**config.mk**
```make
export PLATFORM = sky130hd
export DESIGN_NAME = cp0_unit
export DESIGN_NICKNAME = d
export VERILOG_FILES = /design/src/rtl/cp0_unit.sv
export SDC_FILE = /design/constraint.sdc
export NUM_CORES = 1
export LEC_CHECK = 0
export ABC_AREA = 1
export CORE_UTILIZATION = 48
export CTS_BUF_LIST = sky130_fd_sc_hd__clkbuf_8
export CTS_CLUSTER_DIAMETER = 100
export DETAILED_ROUTE_END_ITERATION = 10
export PLACE_DENSITY_LB_ADDON = 0.12
export SKIP_CTS_REPAIR_TIMING = 1
export SYNTH_ARGS = -nofsm -noshare
export SYNTH_HDL_FRONTEND = slang
export SYNTH_SLANG_ARGS = --single-unit
```
**constraint.sdc**
```tcl
create_clock -name clk -period 3.1 [get_ports clk]
set_input_delay 0.31 -clock clk [delete_from_list [all_inputs] [get_ports clk]]
set_output_delay 0.31 -clock clk [all_outputs]
set_load 0.03 [all_outputs]
```
**src/rtl/cp0_unit.sv**
```systemverilog
// cp0_unit: MIPS coprocessor-0 holding SR/Cause/EPC/PRId with interrupt and exception request logic
module cp0_unit #(
    parameter logic [31:0] PRID = 32'h2023_0007
) (
    input  logic        clk,
    input  logic        reset,
    input  logic [4:0]  a_rd,
    input  logic [4:0]  a_wr,
    input  logic [31:0] din,
    input  logic        we,
    input  logic [31:0] pc,
    input  logic        bd,
    input  logic [4:0]  exc_code,
    input  logic [5:0]  hw_int,
    input  logic        exl_clr,
    output logic [31:0] dout,
    output logic [31:0] epc_out,
    output logic        req
);
    logic [5:0]  im;
    logic        exl;
    logic        ie;
    logic        bd_q;
    logic [5:0]  ip;
    logic [4:0]  exc_q;
    logic [31:0] epc;
    logic        int_req;
    logic        exc_req;
    logic [31:0] sr;
    logic [31:0] cause;

    assign int_req = (|(hw_int & im)) & ie & ~exl;
    assign exc_req = (exc_code != 5'd0) & ~exl;
    assign req     = int_req | exc_req;
    assign sr      = {16'b0, im, 8'b0, exl, ie};
    assign cause   = {bd_q, 15'b0, ip, 3'b0, exc_q, 2'b0};
    assign epc_out = epc;

    // Register update: req captures the victim and drops any mtc0; eret clears EXL after an SR write
    always_ff @(posedge clk) begin
        if (!reset) begin
            im    <= '0;
            exl   <= 1'b0;
            ie    <= 1'b0;
            bd_q  <= 1'b0;
            ip    <= '0;
            exc_q <= '0;
            epc   <= '0;
        end else begin
            ip <= hw_int;
            if (req) begin
                exl   <= 1'b1;
                bd_q  <= bd;
                exc_q <= int_req ? 5'd0 : exc_code;
                epc   <= bd ? pc - 32'd4 : pc;
            end else begin
                if (we && a_wr == 5'd12) begin
                    im <= din[15:10];
                    ie <= din[0];
                end
                exl <= exl_clr ? 1'b0 : (we && a_wr == 5'd12) ? din[1] : exl;
                if (we && a_wr == 5'd14)
                    epc <= din;
            end
        end
    end

    // mfc0 read mux of current register contents
    always_comb begin
        dout = (a_rd == 5'd12) ? sr :
               (a_rd == 5'd13) ? cause :
               (a_rd == 5'd14) ? epc :
               (a_rd == 5'd15) ? PRID : 32'd0;
    end
endmodule

```
==> results of run 1 <==
==> per-layer routing <==
metal	up-vias	share of wire [%]	track usage, %
met5	-	0	0
met4	0	1.6	7.792
met3	16	8.8	5.633
met2	236	46	51.98
met1	2039	44	42.37
li1	2199	-	-
==> sequential cells by signal, summed over array words and instances (netlist names) <==
| register | cells |
|---|---|
| im | 6 |
| ip | 6 |
| exl | 1 |
| bd_q | 1 |
| epc_out | 32 |
| ie | 1 |
| exc_q | 5 |
==> worst paths after layout <==
path | from | end | cells after the start
worst max-delay path | a_rd[3] | dout[12] | 9
worst min-delay path | exc_q[2]$_SDFFE_PN0N_ | exc_q[2]$_SDFFE_PN0N_ | 2
worst max register to register | im[3]$_SDFFE_PN0P_ | epc_out[11]$_SDFFE_PN0P_ | 10
worst min register to register | exc_q[2]$_SDFFE_PN0N_ | exc_q[2]$_SDFFE_PN0N_ | 2
==> cell families after synthesis <==
family / share of synthesized area (%)
xor gates and xnor gates: 2.868
muxes: 0.2731
AOI/OAI and AO/OA: 15.43
DFF: 28.41
buffers and inverters: 11.23
and+or+nand+nor: 41.45
adders and majority gates: 0.3414
==> stage by stage <==
stage	area [um^2]	setup WS [ns]	hold WS, ns	util (%)
CTS	5334	0.3086	0.4771	72.76
floorplan	3665	1.201	0.4035	-
finish	5334	0.2873	0.4775	72.76
global placement	5243	0.3839	0.4571	71.51
detailed placement	5243	0.3113	0.4626	71.51
global route	5334	0.1591	0.4974	72.76
==> worst max-delay path, stage by stage <==
cell and delay, ns:
clkdlybuf4s50_1 0.46, nand2_1 0.08, nor3_1 0.14, inv_1 0.07
nor2_1 0.34, buf_4 0.25, nand2_1 0.06, o211ai_1 0.09
clkdlybuf4s50_1 0.69
==> area by class of cell <==
class,instances,area (um^2),area share [%]
flip-flops and latches,52,1041,19.52
clock inverters,1,8.758,0.1642
well taps,99,123.9,2.322
multi-input cells,454,2212,41.47
repair buffers,161,1592,29.84
inverters,73,274.0,5.137
clock buffers,6,82.58,1.548
==> power groups by stage <==
stage	Sequential [W]	Clock, W	Combinational (W)
2_1_floorplan	0.000836	0	0.000228
3_3_place_gp	0.000771	0	0.000560
3_5_place_dp	0.000772	0	0.000568
4_1_cts	0.000757	0.000417	0.000570
5_1_grt	0.000762	0.000445	0.000619
6_report	0.000759	0.000423	0.000575
==> placed cells by master (no fill, tap or decap), drive strengths merged, types with 2 or more instances in the layout <==
cell type and count:
buf 8, a31oi 5, clkdlybuf4s50 153, nor3 7
xor2 11, a21oi 33, nand2 182, dfxtp 52
o21ai 39, clkbuf 6, a22o 5, nand4 14
o211ai 7, o21bai 2, nor2 112, a211oi 2
inv 73, nand3 28, nand3b 3
==> out/qor.csv, run 1 <==
metric,value,unit
num-fill-cells,600,
async_flop_share,0,%
intPower,0.001150,W
worstPathArrival,2.50,ns
synth-seq-cells,52,
setup_tns,0,ns
antenna_left,0,
synth-edff-count,0,
p_comb_share,32.8,%
grt_max_degree,32,
yosysUniqueCellTypes,35,
r2r_slack,1.10,ns
start_util,49.99,%
power,0.001757,W
overflow,0,
cts_buffers,5,
end_kind,output port,
syn_to_final_growth,45.54,%
yosysWarnings,0,
powerDensity,329.3,mW/mm^2
pwr-share-clk,24.1,%
leakage,2.240,nW
antenna_found_initial,0,
rsz0062_at_grt,false,
diodes,0,
critical_path_required,2.79,ns
syn-instance-count,599,
setup_viol,0,
synth_area_per_cell,6.118,um^2
hold_class,reg2reg,
power_switching_share,34.55,%
cts_sinks,52,
netlist_area,0.003665,mm^2
hold_viol,0,
drv_slew,0,
port_buffers,154,
yosysTopAreaCellShare,28.41,%
ios,155,
rows,31,
slew_headroom,37.56,%
drv_cap,0,
cts_tree,built,
clk_pin_slew_worst_paths,0.10,ns
core,0.007331,mm^2
grt_pass1_vias,3857,
cts_buffer_depth,2,
nets,838,
timing.fmax,355.5,MHz
status,completed,
die_w,89.38,um
place_hpwl,10020,um
period_needed,2.813,ns
dieArea,0.007989,mm^2
viasPerCell,5.307,
syn_nets,690,
h-tree-depth,2,
drc,0,
p_sw,0.0006069,W
grt_use_total,31.42,%
layout.cells.non_filler,846,
seqPwrFrac,43.2,%
timing.final.crit_share,90.73,%
first_iter_violations,336,
dp_cells,839,
detail_route.wl_per_cell,15.07,um
routed_wl,12750,um
worst-setup-path-type,in2out,
worstSetupStartpointType,primary input,
seq_area_frac_synth,28.41,%
worstMarginPinSlew,0.9355,ns
ir_drop,0.0002030,V
clock_latency,0.31,ns
worstPathMaxFanout,7,
drive_gt1_share,6.560,%
globalplace.congestion,0.9103,
die_y,89.38,um
yosysTopAreaCell,dfxtp_1,
synth_common_cells,"nand2_1 (181), nor2_1 (101), inv_1 (68), dfxtp_1 (52), o21ai_0 (35)",
synth.most_common_cell,nand2_1,
synth_ff_type,dfxtp_1,
firstDrtPassIters,5,
via_count,4490,
yosys-top-cells-area,"dfxtp_1 (28%), nand2_1 (19%), nor2_1 (10%)",
cts-root-buf,clkbuf_8,
fin_skew,0.004678,ns
grt_pass1_wl,19000,um
(Power assumes the default switching activity.)
==> run 2: changes to the inputs <==
--- a/config.mk
+++ b/config.mk
@@ -12,6 +12,7 @@
 export DETAILED_ROUTE_END_ITERATION = 10
 export PLACE_DENSITY_LB_ADDON = 0.12
 export SKIP_CTS_REPAIR_TIMING = 1
+export SLEW_MARGIN = 0
 export SYNTH_ARGS = -nofsm -noshare
 export SYNTH_HDL_FRONTEND = slang
 export SYNTH_SLANG_ARGS = --single-unit
==> results of run 2 <==
The final DEF is identical to that of run 1; final timing and power are the same.
==> run 3: changes to the inputs <==
--- a/config.mk
+++ b/config.mk
@@ -6,7 +6,7 @@
 export NUM_CORES = 1
 export LEC_CHECK = 0
 export ABC_AREA = 1
-export CORE_UTILIZATION = 48
+export CORE_UTILIZATION = 40
 export CTS_BUF_LIST = sky130_fd_sc_hd__clkbuf_8
 export CTS_CLUSTER_DIAMETER = 100
 export DETAILED_ROUTE_END_ITERATION = 10
==> constraint.sdc (replaced) <==
create_clock -name clk -period 2.3 [get_ports clk]
set_input_delay 0.23 -clock clk [delete_from_list [all_inputs] [get_ports clk]]
set_output_delay 0.23 -clock clk [all_outputs]
set_load 0.03 [all_outputs]
==> out/qor.csv, run 3 (same netlist as run 1, synthesis figures left out) <==
metric,value,unit,change
timing.rr.end,im[3]$_SDFFE_PN0P_,,
p_sw,0.0008065,W,+33%
setup_viol,0,,unchanged
hold_class,in2reg,,
overflow,0,,unchanged
power_switching_share,34.46,%,-0.087 points
worstSetupStartpointType,primary input,,
setup_tns,0,ns,unchanged
dieArea,0.009548,mm^2,+20%
rsz0062_at_grt,false,,
final_cell_mix,"nand2_1 (181), clkdlybuf4s50_1 (124), nor2_1 (101), inv_1 (68), dfxtp_1 (52)",,
drc,26,,+26
clk_pin_slew_worst_paths,0.11,ns,about the same
ir_drop,0.0002710,V,+34%
power,0.002340,W,+33%
status,"complete, but fails checks",,
hold_end,ip[5]$_SDFF_PN0_,,
core,0.008806,mm^2,+20%
p_comb_share,33.5,%,+0.7 points
start_util,41.62,%,-8.4 points
cts-root-buf,clkbuf_8,,
cts_sinks,52,,unchanged
worstMarginPinSlew,0.4745,ns,-0.4611 ns
whs_path_depth,3,,+1
nets,844,,+0.72%
end_kind,output port,,
drv_cap,0,,unchanged
first_iter_violations,272,,-19%
grt_pass1_wl,20720,um,+9.0%
seqPwrFrac,43.6,%,+0.4 points
hold_viol,0,,unchanged
place_hpwl,10340,um,+3.2%
timing.final.crit_share,93.75,%,
h-tree-depth,2,,unchanged
pwr-share-clk,22.9,%,-1.2 points
syn_to_final_growth,45.75,%,
antenna_left,0,,unchanged
hp-start,hw_int[5],,
grt_max_degree,28,,-13%
die_w,97.72,um,+9.3%
cts_tree,built,,
fin_skew,0.01411,ns,+0.009427 ns
clock_latency,0.31,ns,about the same
rows,34,,+9.7%
leakage,2.331,nW,+4.1%
largest_reg_flops,32,,unchanged
detail_route.wl_per_cell,14.63,um,-2.9%
critical_path_required,2.07,ns,-0.72 ns
slew_headroom,68.13,%,+31 points
grt_use_total,27.29,%,-4.1 points
timing.fmax,463.8,MHz,
worst-setup-path-type,in2out,,
violations,DRC,,
r2r_start,im[0]$_SDFFE_PN0P_,,
hold_ws,0.4685,ns,-0.008963 ns
num-fill-cells,860,,+43%
grt_pass1_vias,4220,,+9.4%
final_common_cell,nand2_1,,
r2r_slack,0.51,ns,-0.59 ns
worstPathArrival,1.93,ns,-0.57 ns
viasPerCell,5.111,,-3.7%
antenna_found_initial,0,,unchanged
cts_buffer_depth,2,,unchanged
intPower,0.001534,W,+33%
port_buffers,154,,unchanged
worstPathMaxFanout,5,,-2
globalplace.congestion,0.9207,,+1.1%
drv_slew,0,,unchanged
die_y,97.72,um,+9.3%
via_count,4406,,-1.9%
worst_r2r_path_depth,11,,+1
routed_wl,12610,um,-1.1%
multiInputGateArea,0.002212,mm^2,unchanged
ios,155,,unchanged
firstDrtPassIters,9,,+4
final-seq-area,0.001041,mm^2,unchanged
period_needed,2.156,ns,
diodes,0,,unchanged
powerDensity,438.1,mW/mm^2,+33%
drive_gt1_share,11.27,%,+4.7 points
cts_buffers,5,,unchanged
==> run 3: changes by cell type in the layout (fill, tap and decap cells not counted) <==
cell,before,now
clkinv_4,1,0
clkbuf_8,6,5
clkdlybuf4s50_1,153,124
buf_4,8,41
inv_6,0,1
clkinv_2,0,1
buf_12,0,2
clkinvlp_4,0,1
==> run 3: worst max-delay path, stage by stage <==
cell and delay (ns):
clkdlybuf4s50_1 0.47, inv_1 0.05, nor3_2 0.22, inv_1 0.16
nor2_1 0.12, clkdlybuf4s50_1 0.67
==> run 3: per-layer routing <==
| layer | vias up | GRT usage, % | part of all wire, % |
|---|---|---|---|
| met5 | - | 0 | 0 |
| met4 | 0 | 6.760 | 1.2 |
| met3 | 13 | 4.029 | 6.8 |
| met2 | 195 | 44.08 | 45 |
| met1 | 1988 | 38.14 | 47 |
| li1 | 2210 | - | - |
==> run 3: layout make-up <==
type / instances / share of cell area (%)
Tap cell: 108 / 2.530
Sequential cell: 52 / 19.49
Multi-Input combinational cell: 454 / 41.41
Timing Repair Buffer: 167 / 29.75
Clock buffer: 5 / 1.288
Inverter: 73 / 5.130
Clock inverter: 3 / 0.3982
==> run 3: worst max path at each step <==
stage                to  slack (ns)     from
2_1_floorplan   dout[1]        0.56  a_rd[3]
3_3_place_gp   dout[29]        0.17  a_rd[1]
3_5_place_dp   dout[29]        0.13  a_rd[1]
4_1_cts        dout[29]        0.13  a_rd[1]
5_1_grt        dout[29]        0.05  a_rd[1]
6_report       dout[21]        0.14  a_rd[1]
==> run 3: power groups by stage <==
stage                     logic [W]  clock network, W  registers, W
final                      0.000783          0.000536       0.00102
after detailed placement   0.000779                 0       0.00104
after CTS                  0.000782          0.000547       0.00102
after floorplan            0.000307                 0       0.00113
after global placement     0.000774                 0       0.00104
after global routing       0.000847          0.000582       0.00103
==> run 3: stage by stage <==
step	cell area, um^2	setup WS, ns	utilization [%]	std cells
final	5341	0.1438	60.66	862
after global routing	5341	0.04716	60.66	862
after CTS	5341	0.1318	60.66	862
after detailed placement	5251	0.1300	59.63	854
after global placement	5251	0.1670	59.63	854
after floorplan	3665	0.5614	-	599
==> RTL edit 1: new RTL, config.mk and constraints of run 3 <==
Reset style: asynchronous (`reset`), changed in one clocked block.
--- a/src/rtl/cp0_unit.sv
+++ b/src/rtl/cp0_unit.sv
@@ -37,7 +37,7 @@
     assign epc_out = epc;
 
     // Register update: req captures the victim and drops any mtc0; eret clears EXL after an SR write
-    always_ff @(posedge clk) begin
+    always_ff @(posedge clk or negedge reset) begin
         if (!reset) begin
             im    <= '0;
             exl   <= 1'b0;
Formal check against the unedited RTL: differs if reset is asserted again (counterexample within 4 cycles, from zero or initial values and one cycle with reset low); with reset held inactive, the same outputs for 10 cycles.
==> RTL edit 1 against run 3 <==
  * Design area increased by 1.1%
  * Worst setup slack improved by 0.016 ns
  * Routed wire length fell by 3.1%
  * Area after synthesis up 2.0%
  * Sequential cell count stayed put
  * Register-to-register slack gained 0.07 ns
Power is not compared: it rests on default switching activity, and its combinational part moved more than twofold at a synthesized area within 25%.
==> RTL edit 1: results (changes against run 3) <==
- Tot GR Track Use: 25.9% (-1.3 points)
- Sequential share of cell area: 24.1% (+4.6 points)
- NonClk Buf Share: 29.1% (-0.68 points)
- Distinct cell type count after synthesis: 30 (-14%)
- Worst clock skew: 0.0150 ns (+0.000927 ns)
- Placed Cells: 863 (+1.1%)
- Post-route cell area: 5400 µm² (+1.1%)
- Cell Area, Placed: 5300 µm² (+0.95%)
- Initial antenna violation count: 0 (unchanged)
- Worst-path fanout max: 14 (+9)
- Max_cap viols: 0 (unchanged)
- Max H-tree Level: 2 (unchanged)
- Placer congestion estimate: 0.928 (+0.77%)
- First-pass GRT wire length: 20.2 mm (-2.6%)
- Max reg flops: 32 (unchanged)
- Mapped Nets: 695 (+0.72%)
- FFs w/ async S/R, synth: 100% (+100 points)
- Drt pass-1 iters: 5 (-4)
- FILL cells: 884 (+2.8%)
- Clk cell area share: 1.78% (+0.098 points)
- Critical Path Max Stage Delay: 0.47 ns (-0.20 ns)
- NumNets Final: 853 (+1.1%)
- DP Wirelength: 10.0 mm (-3.3%)
- Status: finished, final reports clean
- Synth Area in Compound Gates: 9.67% (-5.8 points)
- Max_slew headroom: 54.4% (-14 points)
- Mux share of post-synthesis cell area: 0% (-0.27 points)
- Met1 Use GR: 36.1% (-2.1 points)
- Worst hold path type: in -> async
- Crit path max-delay family: buffers and inverters
- Synth Area in XOR/XNOR: 1.87% (-0.99 points)
- Inverters, non-clock: 81 (+11%)
- Synth cell count leaders: nand2_1, nor2_1, inv_1
- Largest net degree at the start of global routing: 53 (+89%)
- Post-Syn Area per Cell: 6.19 µm² (+1.2%)
- Post-synthesis sequential area ratio: 34.8% (+6.4 points)
- Via/cell ratio: 4.96 (-3.0%)
- Signal buffers: 168 (+0.60%)
- Met3 usage: 2.34% (-1.7 points)
- Total number of vias: 4317 (-2.0%)
- Fmax: 467 MHz (+0.76%)
- Fraction of area in multi-input gates: 36.9% (-4.6 points)
- Share of cells above drive strength 1: 8.26% (-3.0 points)
- Synth Area in Adders: 0.335% (-0.0067 points)
- Post-Route WL: 12.2 mm (-3.1%)
- Primary FF master, synth: dfrtp_1
- Critical Path AT: 1.91 ns (-0.02 ns)
- GR Util met2: 44.0% (-0.094 points)
- DR iter-0 viols: 183 (-33%)
- Synth area leaders: dfrtp_1, nand2_1, nor2_1
-- RTL edit 1: changes by cell type after synthesis, sizes merged, moves of 6 or more --
cell   before  now
dfrtp       0   52
nand2     182  224
a21oi      33    5
nand4      14    6
inv        73   81
nand3      28   34
dfxtp      52    0
o21ai      39   50
nor2      112  106
-- RTL edit 1: metrics by stage --
stage | util [%] | hold slack, ns
floorplan | - | -0.0656
global placement | 59.6 | 0.394
detailed placement | 59.6 | 0.402
CTS | 60.7 | 0.0536
global route | 60.7 | 0.0745
finish | 60.7 | 0.00808
-- RTL edit 1: final timing paths --
kind,start,to,cells after the start
setup / recovery,a_rd[1],dout[18],8
hold / removal,reset,ip[2],2
setup reg to reg,im[5],epc_out[14],10
hold reg to reg,exc_q[0],exc_q[0],2
max in group asynchronous,reset,epc_out[19],2
min in group clk,hw_int[0],ip[0],1
-- RTL edit 1: routing by layer --
metal  vias to the layer above  share of wire [%]
li1                       2172                  -
met1                      1975                 46
met2                       157                 46
met3                        13                5.8
met4                         0                1.4
met5                         -                  0
==> RTL edit 2: new RTL, config.mk and constraints of run 3 <==
Without the edit above. The parameter `PRID` goes from 32'h2023_0007 to 32'h181A4005.
--- a/src/rtl/cp0_unit.sv
+++ b/src/rtl/cp0_unit.sv
@@ -1,6 +1,6 @@
 // cp0_unit: MIPS coprocessor-0 holding SR/Cause/EPC/PRId with interrupt and exception request logic
 module cp0_unit #(
-    parameter logic [31:0] PRID = 32'h2023_0007
+    parameter logic [31:0] PRID = 32'h181A4005
 ) (
     input  logic        clk,
     input  logic        reset,
Check against the original RTL: not equivalent (Yosys sat finds a counterexample within 4 cycles, from zero or initial values and one cycle with reset low).
==> RTL edit 2 against run 3 <==
  * Area after synthesis rose by 2.1%
  * Sequential share of layout area is 0.11 points lower
  * Hold slack lost 0.0078 ns
  * Routed wire length increased by 4.6%
  * Worst setup slack improved by 0.085 ns
  * Power up 4.1%
  * Combinational power barely moved
  * Design area grew 0.56%
  * Highest routed layer unchanged
  * Sequential cell count unchanged
==> RTL edit 2: results (changes against run 3) <==
- Share of cells above drive strength 1: 12.1% (+0.85 points)
- Largest net degree at the start of global routing: 31 (+11%)
- Reg2reg start: im[1]
- Total power: 0.00244 W (+4.1%)
- Met3 usage: 3.97% (-0.057 points)
- Post-synthesis sequential area ratio: 27.8% (-0.58 points)
- Peak supply drop: 0.000258 V (-4.9%)
- Total number of vias: 4433 (+0.61%)
- Yosys top cell area share: 27.8% (-0.58 points)
- Setup_tns: 0 ns (unchanged)
- Max H-tree Level: 2 (unchanged)
- Switch Pwr: 0.000802 W (-0.55%)
- Flop-to-flop setup slack: 0.51 ns (about the same)
- Top routing layer used: met4
- Worst-Skew Late Latency: ~0.3 ns
- Worst-path fanout max: 12 (+7)
- Wire length on met2: 6.00 mm (+5.2%)
- Critical Path AT: 1.84 ns (-0.09 ns)
- Status: finished, final reports clean
- Reg2reg path depth: 8 (-3)
- Synth area leaders: dfxtp_1, nand2_1, nor2_1
- Crit. Startpoint: a_rd[2]
- Met1 Use GR: 36.9% (-1.2 points)
- Worst Hold Endpoint: ip[1]
- FF-to-FF End: epc_out[9]
- First-pass GRT wire length: 20.9 mm (+1.0%)
- Distinct cell type count after synthesis: 43 (+23%)
- Cell Area, Placed: 5260 µm² (+0.17%)
- CP max-delay cell: clkdlybuf4s50_1
- Metal3 WL: 907 µm (+5.1%)
- Tot GR Track Use: 27.3% (about the same)
- Min-delay src: hw_int[1]
- DR iter-0 viols: 194 (-29%)
- FFs w/ async S/R, synth: 0% (unchanged)
- Synth cell count leaders: nand2_1, nor2_1, inv_1
- Critical Path Max Stage Delay: 0.45 ns (-0.22 ns)
- Yosys warnings: 0 (unchanged)
- Placer congestion estimate: 0.898 (-2.5%)
- Worst clock skew: 0.0153 ns (+0.00115 ns)
- Leak: 2.40 nW (+3.1%)
- Mapped Nets: 698 (+1.2%)
- Vias in the first global route: 4116 (-2.5%)
- Logic pwr share: 32.1% (-1.4 points)
- Drt pass-1 iters: 5 (-4)
- GR Util met2: 45.5% (+1.4 points)
- FILL cells: 876 (+1.9%)
- Worst-margin pin slew: 0.460 ns (-0.0145 ns)
- NumNets Final: 849 (+0.59%)
- Met1 WL: 6.06 mm (+2.9%)
- Crit path capture: dout[18]
- DP Wirelength: 10.7 mm (+3.9%)
- Routed WL per cell: 15.2 µm (+4.0%)
-- RTL edit 2: cells by family after synthesis --
kind of cell    synth area share (%)
xor+xnor                        2.58
simple gates                    40.7
fa+ha+maj                      0.334
buf+inv                         12.7
flops                           27.8
compound gates                  15.9
-- RTL edit 2: area by class of cell --
cell class | instances | area [µm²] | share of cell area (%)
Multi-Input combinational cell | 456 | 2230 | 41.4
Timing Repair Buffer | 166 | 1560 | 29.1
Sequential cell | 52 | 1040 | 19.4
Inverter | 77 | 297 | 5.52
Tap cell | 108 | 135 | 2.52
Clock buffer | 5 | 68.8 | 1.28
Clock inverter | 3 | 42.5 | 0.792
-- RTL edit 2: per-stage QoR --
step | hold WS (ns) | std cells | worst slack [ns] | utilization (%)
after floorplan | 0.323 | 607 | 0.663 | -
after global placement | 0.455 | 859 | 0.204 | 59.2
after detailed placement | 0.460 | 859 | 0.169 | 59.2
after CTS | 0.462 | 867 | 0.221 | 60.4
after global routing | 0.478 | 867 | 0.0642 | 60.4
final | 0.461 | 867 | 0.228 | 60.4
